$ cat src/rtl/dmem_pkg.sv
// Shared types and default sizes for the data-memory copy engine.
package dmem_pkg;

    localparam int DMEM_W = 8;
    localparam int DMEM_D = 8;

    typedef enum logic [1:0] {
        IDLE = 2'd0,
        RD   = 2'd1,
        WR   = 2'd2,
        DONE = 2'd3
    } copy_state_t;

endpackage

$ cat src/rtl/dmem_copy_engine.sv
// Block-move helper for the single-port data memory: copies Len words from
// SrcAddr to DstAddr, one read cycle and one write cycle per word, ascending,
// and accumulates a mod-2**W checksum of the words moved.
module dmem_copy_engine
    import dmem_pkg::*;
#(
    parameter int W = DMEM_W,
    parameter int D = DMEM_D
) (
    input  logic         Clk,
    input  logic         Reset,
    input  logic         Start,
    input  logic [D-1:0] SrcAddr,
    input  logic [D-1:0] DstAddr,
    input  logic [D-1:0] Len,
    output logic         Busy,
    output logic         Done,
    output logic [W-1:0] Checksum,
    output logic [D-1:0] MemAddr,
    output logic         MemWriteEn,
    output logic [W-1:0] MemWrData,
    input  logic [W-1:0] MemRdData
);

    copy_state_t  state_q;
    logic [D-1:0] src_q;
    logic [D-1:0] dst_q;
    logic [D-1:0] rem_q;
    logic [W-1:0] data_q;
    logic [W-1:0] sum_q;

    // Copy FSM with pointers, word counter, data holding register and checksum.
    // Pointers wrap naturally at 2**D; reset discards any partial checksum.
    always_ff @(posedge Clk or negedge Reset) begin
        if (!Reset) begin
            state_q <= IDLE;
            src_q   <= '0;
            dst_q   <= '0;
            rem_q   <= '0;
            data_q  <= '0;
            sum_q   <= '0;
        end else begin
            case (state_q)
                IDLE: begin
                    if (Start) begin
                        sum_q <= '0;
                        if (Len != '0) begin
                            src_q   <= SrcAddr;
                            dst_q   <= DstAddr;
                            rem_q   <= Len;
                            state_q <= RD;
                        end else begin
                            state_q <= DONE;
                        end
                    end
                end
                RD: begin
                    data_q  <= MemRdData;
                    sum_q   <= sum_q + MemRdData;
                    state_q <= WR;
                end
                WR: begin
                    src_q   <= src_q + 1'b1;
                    dst_q   <= dst_q + 1'b1;
                    rem_q   <= rem_q - 1'b1;
                    state_q <= (rem_q > 1) ? RD : DONE;
                end
                DONE: begin
                    state_q <= IDLE;
                end
                default: state_q <= IDLE;
            endcase
        end
    end

    // Memory port and status decode from state and registers only, so an
    // async reset drops MemWriteEn in the same cycle.
    always_comb begin
        MemAddr    = '0;
        MemWriteEn = 1'b0;
        MemWrData  = '0;
        Busy       = 1'b0;
        Done       = 1'b0;
        case (state_q)
            RD: begin
                MemAddr = src_q;
                Busy    = 1'b1;
            end
            WR: begin
                MemAddr    = dst_q;
                MemWriteEn = 1'b1;
                MemWrData  = data_q;
                Busy       = 1'b1;
            end
            DONE:    Done = 1'b1;
            default: ;
        endcase
    end

    assign Checksum = sum_q;

endmodule

$ cat config.mk
export PLATFORM = sky130hd
export DESIGN_NAME = dmem_copy_engine
export DESIGN_NICKNAME = d
export VERILOG_FILES = /design/src/rtl/dmem_pkg.sv /design/src/rtl/dmem_copy_engine.sv
export SDC_FILE = /design/constraint.sdc
export NUM_CORES = 1
export LEC_CHECK = 0
export CAP_MARGIN = 15
export CORE_UTILIZATION = 51
export DETAILED_ROUTE_END_ITERATION = 10
export MAX_ROUTING_LAYER = met4
export PLACE_DENSITY = 0.81
export SETUP_SLACK_MARGIN = 0.2
export SYNTH_ARGS = -nofsm -noshare
export SYNTH_HDL_FRONTEND = slang
export SYNTH_SLANG_ARGS = --single-unit
export TNS_END_PERCENT = 1
$ cat constraint.sdc
create_clock -name Clk -period 2.6 [get_ports Clk]
set_clock_uncertainty 0.1 [all_clocks]
set_input_delay 0.39 -clock Clk [delete_from_list [all_inputs] [get_ports Clk]]
set_output_delay 0.39 -clock Clk [all_outputs]
set_load 0.01 [all_outputs]
# Word level (Yosys, flattened, before mapping)
# Index checks and enable logic that the tools add are counted.
[totals]
ff_bits = 42
wordCells = 43
in_bits = 35
out_inout_bits = 27
[classes]
order_cmp = 1
mux = 20
addsub = 4
reduce_logical = 7
n_eq_ne = 5
[op_table]
columns = ["cell", "n"]
rows = [
  ["8-bit one-hot mux with 2 select lines", 5],
  ["8-bit two-way mux", 8],
  ["8-bit by 1-bit adder with 8-bit output, second input constant", 2],
  ["8-bit adder", 1],
  ["8-bit by 1-bit greater-than comparator with 1-bit output, second input constant", 1],
  ["2-bit one-hot mux with 4 select lines", 1],
  ["8-bit nonzero test", 1],
  ["8-bit by 1-bit subtractor with 8-bit output, second input constant", 1],
  ["2-bit two-way mux", 3],
  ["2-bit equality test, second input constant", 2],
  ["2-bit inequality test, second input constant", 2],
  ["2-bit nonzero test", 2],
  ["1-bit two-way mux", 3],
  ["3-bit AND reduction", 1],
  ["2-bit by 1-bit equality test with 1-bit output, second input constant", 1],
  ["2-bit logical NOT", 1],
  ["2-bit AND reduction", 1],
  ["2-bit OR reduction", 1],
]

# Longest topological paths before layout
# Gate-level depths: netlist of run 1.
[logic_depth]
ltp_word = 4
depth_mapped = 8
depth_no_buf = 7

# Worst setup path after synthesis of run 1
# OpenSTA, ideal clock, no wires.
[synth_path]
path_kind = "register to output"
start = "register state_q[0]"
end = "output port MemAddr[2]"
required_ns = 2.110
n_path_buf = 2
arrival_ns = 1.569
stages_incl_launch_ff = 7
setup_slack_ns = 0.541
cell_sequence = "dfrtp_1 inv_1 ha_1 buf_2 clkbuf_1 nand2_1 a21boi_0"
[synth_via]
elab_chain_cells = 2
elab_cells_between_ends = 3
classes_between = "eq/ne: 2; mux: 1"
[synth_rtl]
columns = ["item", "line_no", "text"]
rows = [
  ["start, declared", "dmem_copy_engine.sv:25", "copy_state_t state_q;"],
  ["start signal, assigned", "dmem_copy_engine.sv:66", "state_q <= (rem_q > 1) ? RD : DONE;"],
  ["2-bit equality test / 2-bit by 1-bit equality test with 1-bit output (equally long branches)", "dmem_copy_engine.sv:84", "case (state_q)"],
  ["8-bit one-hot mux with 2 select lines (*)", "dmem_copy_engine.sv:84", ""],
  ["end, declared", "dmem_copy_engine.sv:19", "output logic [D-1:0] MemAddr,"],
]
# Mark *: on every way between the ends. The rest lies on a longest branch, timed or not.

# Final worst setup path of run 1
[layout_path]
start = "register state_q[0]"
end = "output port MemAddr[3]"
# The elaborated chain is that of the path after synthesis.

==> results of run 1 <==
area by class of cell:
class / count / area [um2] / area share
multi-input combinational: 229 / 1570 / 0.444
sequential: 42 / 1050 / 0.296
timing repair buffer: 71 / 706 / 0.199
tap: 70 / 87.6 / 0.0247
clock buffer: 7 / 86.3 / 0.0243
inverter: 10 / 37.5 / 0.0106
clock inverter: 1 / 5.00 / 0.00141
worst min-delay path by stage:
stage,startpoint,to,cells after the start
after floorplan,Reset,Checksum[0],0
after global placement,dst_q[7],dst_q[7],1
after detailed placement,dst_q[7],dst_q[7],1
after CTS,Reset,data_q[0],1
after global routing,Reset,data_q[0],1
final,Reset,data_q[0],1
registers in the layout (all words and copies together) (netlist names):
| signal | flops |
|---|---|
| Checksum | 8 |
| data_q | 8 |
| dst_q | 8 |
| rem_q | 8 |
| src_q | 8 |
| state_q | 2 |
worst register-to-register path, stage by stage (launching register included):
cell and delay (ns):
dfrtp_1 0.43, inv_1 0.10, ha_1 0.44, nor3b_2 0.85, nor2b_1 0.24, nor3_1 0.08
synthesized netlist by cell type (6+ instances only):
cell / number
inv_1: 10
a21oi_1: 23
dfrtp_1: 42
mux2_2: 8
nand3_1: 15
a32oi_1: 7
nand2_1: 24
nor2_1: 13
ha_1: 15
and2_1: 10
a22oi_1: 10
a22o_1: 6
nor2b_1: 12
clkbuf_1: 9
o21ai_0: 19
placed cells by master, fill, tap and decap left out, drive strengths merged, types with 4 or more instances in the layout:
cell           netlist  final
clkdlybuf4s50        0     56
nor2b               12     12
a21oi               23     23
nand3               15     15
or4                  6      6
a32oi                7      7
nor2                13     13
a21o                 4      4
o21ai               21     21
mux2                 8      8
a31oi                4      4
a2111oi              5      5
clkbuf               9      7
and2                10     10
dfrtp               42     42
nand2               24     24
buf                  7     11
ha                  15     15
o211ai               4      4
nor3                 5      5
a22o                 6      6
a22oi               10     10
inv                 10     10
logic make-up (layout without fill, tap and decap cells):
kind of cell / Yosys count / count (layout)
AO/OA/AOI/OAI: 94 / 94
XOR/XNOR: 4 / 4
adder cells (fa/ha/maj): 16 / 16
buffers and inverters: 26 / 89
flip-flops: 42 / 42
multiplexers: 11 / 11
AND/OR/NAND/NOR: 104 / 104
power groups by stage:
| stage | registers [uW] | logic (uW) | clock network, uW |
|---|---|---|---|
| 2_1_floorplan | 1230 | 1600 | 0 |
| 3_3_place_gp | 1290 | 2330 | 0 |
| 3_5_place_dp | 1300 | 2400 | 0 |
| 4_1_cts | 1290 | 2400 | 452 |
| 5_1_grt | 1350 | 2710 | 473 |
| 6_report | 1300 | 2440 | 445 |
per-layer routing:
metal  track usage  wire length (um)  vias to the layer above
met5             -                 0                        -
met4         0.109                95                        0
met3        0.0469               387                       10
met2         0.427              3190                      103
met1         0.340              3000                     1197
li1              -                 -                     1233
metrics by stage:
step | cell area (um2) | hold WS, ns
2_1_floorplan | 2740 | -0.00559
3_3_place_gp | 3420 | 0.367
3_5_place_dp | 3420 | 0.383
4_1_cts | 3520 | 0.169
5_1_grt | 3550 | 0.212
6_report | 3550 | 0.118
repair_timing:
action | in CTS | in global routing
setup endpoints to repair | 16 | 27
resized for setup | 2 | 10
hold buffers | 0 | 0
==> flow_metrics.tcl, run 1 <==
set metrics [dict create \
    status "finished, final reports clean" \
    via_count 2543 \
    holdCritPathClass "in -> async" \
    synth.avg_cell_area_um2 9.21 \
    pwr-share-clk 0.106 \
    synthMuxAreaShare 0.0439 \
    grt_max_degree 43 \
    die_x_um 75.2 \
    routed_wl_mm 6.67 \
    drc 0 \
    cp-endpoint "MemAddr[3]" \
    critPathBufInv 3 \
    synth_edf_count 0 \
    dr.pass1.iters 4 \
    grt_pass1_wl_mm 10.8 \
    diodes 0 \
    rsz0062_at_grt "yes" \
    max-clock-path-buffers 2 \
    crit_family "buffers and inverters" \
    worstPathArrival_ns 2.02 \
    ctsRootBufferMaster "clkbuf_8" \
    critPathLaunchType "flip-flop" \
    syn_inst 297 \
    synth_nets 348 \
    yosysTopAreaCell "dfrtp_1" \
    cp-startpoint "state_q[0]" \
    combPwrFrac 0.582 \
    worstReg2RegEnd "src_q[4]" \
    finalSetupViolCount 0 \
    max_stage_delay_ns 0.56 \
    fillers 442 \
    synth_ff_type "dfrtp_1" \
    finish.utilization 0.690 \
    worstSkewPairLatency_ns 0.30 \
    instances_no_fill 430 \
    ff2ff_path_depth 5 \
    crit_chain "inv_1 > ha_2 > buf_6 > a22oi_1 > nor2b_1 > clkdlybuf4s50_1" \
    hpwl_mm 4.79 \
    worst_slew_pin_slew_ns 0.932 \
    ys_types 51 \
    gr-total-overflow 0 \
    slew_headroom 0.376 \
    rows 26 \
    syn_area_um2 2740 \
    numCtsBuffers 5 \
    finalCriticalPeriod_ns 2.51 \
    ant_nets 0 \
    p_leak_uw 0.00153 \
    vias_per_cell 5.91 \
    synthAdderAreaFrac 0.0759 \
    grt.total_usage 0.268 \
    die-area_um2 5660 \
    synth_top_family_by_area "compound AO/OA/AOI/OAI gates" \
    ys_async_sr_fraction 1.00 \
    hold_violations 0 \
    synth-xor-area-share 0.0128 \
    htreeDepth 2 \
    worstPathRequired_ns 2.11 \
    drtIter0Drc 239 \
    grt_pass1_vias 2381 \
    post-place-cells 422 \
    cap_violations 0 \
    coreArea_um2 5140 \
    dp_slack_ns 0.0102 \
    die_h_um 75.2 \
    cp.depth 6 \
    yosys_warnings 0 \
    switching_share 0.427 \
    ir_worst_vdd_mv 0.718 \
    path_class "reg -> out" \
    worstSetupEndpointType "primary output" \
    area_growth_pct 29.6 \
    synth_compound_area_frac 0.234 \
    finalCritPeriodShare 0.966 \
    critPathSlowestCell "clkdlybuf4s50_1" \
    p_seq_frac 0.312 \
    postCtsSetupRepairBufs 0 \
    p_int_uw 2400 \
    drive_gt1_frac 0.100 \
    r2r_slack_ns 0.25 \
    power.switching_uw 1790 \
    final_max_slew_viol_count 0 \
    crit_fanout 12 \
    cts.sinks 42 \
    fin_setup_tns_ns 0 \
    layout.nets 410 \
    fmax_mhz 398 \
    synthSimpleGateAreaFrac 0.206 \
    yosys-top-cells-area "dfrtp_1 (38%), ha_1 (6.9%), a21oi_1 (4.2%)" \
    avgRoutedWirePerCell_um 15.5 \
    power_uw 4190 \
    cts_tree "done" \
    synth_seq_cells 42 \
    top_level_ports 62 \
    power.density_nw_per_um2 1180 \
    yosys.area.top_type_share 0.384 \
    floorplan.initialDensity 0.532 \
    r2r_start "state_q[0]" \
    ys_seq_area_frac 0.384 \
    setup_ws_ns 0.0894 \
    cts.clk_slew.worst_paths_ns 0.08 \
    antenna_found_initial 0 \
    io_buffers 61 \
    gp_congestion 0.882 \
]
Power figures use the tool's default switching activity.
==> run 2: changes to the inputs <==
- CAP_MARGIN: 15 -> 30
==> flow_metrics.tcl, run 2 (synthesized netlist as in run 1, its figures left out) <==
set metrics [dict create \
    fmax_mhz 400 \
    hold_violations 0 \
    final_max_slew_viol_count 0 \
    dp_slack_ns 0.0102 \
    ant_nets 0 \
    diodes 0 \
    p_leak_uw 0.00154 \
    status "finished, final reports clean" \
    finalCritPeriodShare 0.961 \
    numCtsBuffers 5 \
    avgRoutedWirePerCell_um 15.6 \
    grt_pass1_vias 2381 \
    dr.pass1.iters 5 \
    top_level_ports 62 \
    max-clock-path-buffers 2 \
    worstPathArrival_ns 2.01 \
    crit_chain "inv_1 > ha_2 > buf_6 > a22oi_1 > nor2b_1 > clkdlybuf4s50_1" \
    max_stage_delay_ns 0.56 \
    layout.nets 412 \
    die_x_um 75.2 \
    use_met3 0.0469 \
    crit_family "buffers and inverters" \
    finish.utilization 0.697 \
    p_int_uw 2400 \
    antenna_found_initial 0 \
    gp_congestion 0.882 \
    rows 26 \
    p_seq_frac 0.311 \
    power.density_nw_per_um2 1170 \
    worst_slew_pin_slew_ns 0.912 \
    combPwrFrac 0.583 \
    holdCritPathClass "reg -> reg" \
    switching_share 0.427 \
    die_h_um 75.2 \
    cts_tree "done" \
    hpwl_mm 4.79 \
    grt_pass1_wl_mm 10.8 \
    htreeDepth 2 \
    cts.sinks 42 \
    worstPathRequired_ns 2.11 \
    grt.total_usage 0.268 \
    rsz0062_at_grt "yes" \
    vias_per_cell 5.97 \
    gr-total-overflow 0 \
    via_count 2577 \
    fillers 438 \
    finalSetupViolCount 0 \
    power.switching_uw 1790 \
    worstSkewPairLatency_ns 0.30 \
    ctsRootBufferMaster "clkbuf_8" \
    grt_util_met2 0.427 \
    grt_max_degree 43 \
    cap_violations 0 \
    fin_setup_tns_ns 0 \
    critPathLaunchType "flip-flop" \
    finalCriticalPeriod_ns 2.50 \
    worstSetupEndpointType "primary output" \
    crit_fanout 12 \
    floorplan.initialDensity 0.532 \
    drc 0 \
    path_class "reg -> out" \
    grt.met1_usage 0.340 \
    routed_wl_mm 6.72 \
    pwr-share-clk 0.106 \
    die-area_um2 5660 \
    slew_headroom 0.389 \
    critPathSlowestCell "clkdlybuf4s50_1" \
    grt-busiest-layer "met2" \
    critPathBufInv 3 \
    area_growth_pct 31.0 \
    setup_ws_ns 0.102 \
    drive_gt1_frac 0.102 \
    io_buffers 61 \
    layout_commonest_cell "clkdlybuf4s50_1" \
    ir_worst_vdd_mv 0.716 \
    final_cell_mix "clkdlybuf4s50_1 (56), dfrtp_1 (42), nand2_1 (24), a21oi_1 (23), o21ai_0 (19)" \
    coreArea_um2 5140 \
    drtIter0Drc 249 \
    cts.clk_slew.worst_paths_ns 0.08 \
    whs_ns 0.408 \
]
run 2: layout make-up:
type	count	area, um2	share of cell area
clock buffers	7	86.3	0.0241
clock inverters	1	5.00	0.00140
inverters	10	37.5	0.0105
multi-input cells	229	1570	0.439
flip-flops and latches	42	1050	0.293
well taps	70	87.6	0.0244
repair buffers	73	743	0.207
run 2: final timing paths:
kind                       cells past startpoint          to  slack (ns)  startpoint
setup / recovery                               6  MemAddr[3]        0.10  state_q[0]
hold / removal                                 1    dst_q[7]        0.41    dst_q[7]
setup reg to reg                               5    src_q[4]        0.26  state_q[0]
hold reg to reg                                1    dst_q[7]        0.41    dst_q[7]
max in group asynchronous                      3   data_q[6]        1.46       Reset
min in group asynchronous                      2    rem_q[3]        0.47       Reset
run 2: per-stage QoR:
step | instances | cell area [um2] | power, uW
after detailed placement | 422 | 3420 | 3700
after global placement | 422 | 3420 | 3620
final | 432 | 3580 | 4190
after floorplan | 297 | 2740 | 2830
after CTS | 430 | 3520 | 4150
after global routing | 432 | 3580 | 4540
run 2: layer usage:
layer | wire length [um] | up-vias
met3 | 418 | 12
met1 | 2990 | 1224
met5 | 0 | -
met2 | 3230 | 106
met4 | 93 | 0
li1 | - | 1235
run 2: power groups by stage:
stage / sequential, uW / combinational (uW) / clock, uW
3_5_place_dp: 1300 / 2400 / 0
4_1_cts: 1290 / 2400 / 452
5_1_grt: 1350 / 2720 / 473
6_report: 1300 / 2450 / 443
3_3_place_gp: 1290 / 2330 / 0
2_1_floorplan: 1230 / 1600 / 0
run 2: repair_timing:
action | CTS | global route
buffers inserted | 0 | 0
resized for setup | 2 | 10
endpoints found under the setup margin | 16 | 27
hold buffers | 0 | 1
endpoints found under the hold margin | 0 | 17
==> run 3: changes to the inputs <==
- GPL_TIMING_DRIVEN: not set -> 1
- SKIP_LAST_GASP: not set -> 1
==> flow_metrics.tcl, run 3 (synthesized netlist as in run 1, its figures left out) <==
set metrics [dict create \
    holdCritPathClass "reg -> reg" \
    routed_wl_mm 6.63 \
    ctsRootBufferMaster "clkbuf_8" \
    finalCriticalPeriod_ns 2.53 \
    layout.nets 412 \
    cap_violations 0 \
    drtIter0Drc 261 \
    final_max_slew_viol_count 0 \
    critPathLaunchType "flip-flop" \
    die_x_um 75.2 \
    worstSkewPairLatency_ns 0.30 \
    path_class "reg -> out" \
    worstPathArrival_ns 2.04 \
    worstPathRequired_ns 2.11 \
    finalSetupViolCount 0 \
    numCtsBuffers 5 \
    drc 0 \
    gr-total-overflow 0 \
    coreArea_um2 5140 \
    cts.sinks 42 \
    worst_slew_pin_slew_ns 0.883 \
    slew_headroom 0.409 \
    gp_congestion 0.882 \
    layout_commonest_cell "clkdlybuf4s50_1" \
    cts_tree "done" \
    antenna_found_initial 0 \
    whs_ns 0.397 \
    worstSetupEndpointType "primary output" \
    hold_violations 0 \
    ir_worst_vdd_mv 0.703 \
    vias_per_cell 5.86 \
    io_buffers 61 \
    cts.clk_slew.worst_paths_ns 0.08 \
    p_leak_uw 0.00151 \
    power.density_nw_per_um2 1170 \
    diodes 0 \
    dp_slack_ns 0.0102 \
    htreeDepth 2 \
    avgRoutedWirePerCell_um 15.3 \
    grt_max_degree 43 \
    die-area_um2 5660 \
    post-place-cells 422 \
    power_uw 4150 \
    status "finished, final reports clean" \
    postCtsSetupRepairBufs 0 \
    rows 26 \
    final_cell_mix "clkdlybuf4s50_1 (58), dfrtp_1 (42), nand2_1 (24), a21oi_1 (23), o21ai_0 (19)" \
    dr.pass1.iters 4 \
    max-clock-path-buffers 2 \
    fmax_mhz 396 \
    finalCritPeriodShare 0.971 \
    grt.total_usage 0.268 \
    floorplan.initialDensity 0.532 \
    crit_fanout 23 \
    setup_ws_ns 0.0744 \
    die_h_um 75.2 \
    ant_nets 0 \
    area_growth_pct 30.1 \
    grt_pass1_wl_mm 10.8 \
    drive_gt1_frac 0.0967 \
    rsz0062_at_grt "yes" \
    via_count 2530 \
    hpwl_mm 4.79 \
    top_level_ports 62 \
    instances_no_fill 432 \
    grt_pass1_vias 2381 \
]
[run 3: changes by cell type in the layout (fill, tap and decap cells not counted), moves of 2 or more]
cell / previous run / this run
buf_4: 7 / 9
ha_2: 2 / 0
dlymetal6s2s_1: 3 / 1
buf_8: 2 / 0
ha_1: 13 / 15
clkdlybuf4s50_1: 56 / 58
[run 3: metal layers]
metal / wire length (um) / global-route usage / vias to the layer above
met3: 407 / 0.0469 / 6
met2: 3180 / 0.427 / 95
met5: 0 / - / -
met4: 68 / 0.109 / 0
met1: 2970 / 0.340 / 1196
li1: - / - / 1233
[run 3: stage by stage]
stage                     utilization  instance area [um2]  TNS (ns)
after floorplan                     -                 2740         0
after global placement          0.666                 3420         0
after detailed placement        0.666                 3420         0
after CTS                       0.685                 3520         0
after global routing            0.692                 3560    -0.371
final                           0.692                 3560         0
[run 3: final timing paths]
| kind | from | end | slack, ns | cells past startpoint |
|---|---|---|---|---|
| max | state_q[0] | MemAddr[4] | 0.07 | 6 |
| min | dst_q[7] | dst_q[7] | 0.40 | 1 |
| max reg2reg | state_q[0] | src_q[4] | 0.30 | 5 |
| min reg2reg | dst_q[7] | dst_q[7] | 0.40 | 1 |
| max in group asynchronous | Reset | data_q[7] | 1.46 | 3 |
| min in group asynchronous | Reset | rem_q[3] | 0.47 | 2 |
[run 3: report_power, final]
group | internal, uW | total, uW | switching (uW)
clock | 215 | 444 | 230
combinational | 1190 | 2400 | 1220
sequential | 975 | 1300 | 327
[run 3: critical path, stage by stage (launching register included)]
cell and delay, ns:
dfrtp_1 0.43, inv_1 0.10, ha_1 0.17, buf_4 0.25, a22oi_1 0.13, nor2b_1 0.12, clkdlybuf4s50_1 0.54
[run 3: layout make-up]
cell class                      count  area, um2
Tap cell                           70       87.6
Timing Repair Buffer               73        723
Sequential cell                    42       1050
Clock inverter                      1       5.00
Multi-Input combinational cell    229       1570
Fill cell                         441       1580
Inverter                           10       37.5
Clock buffer                        7       86.3
[run 3: timing repair]
item                                    4_1_cts  5_1_grt
endpoints found under the setup margin       16       27
endpoints found under the hold margin         0       17
resized for setup                             2        1
hold buffers                                  0        1
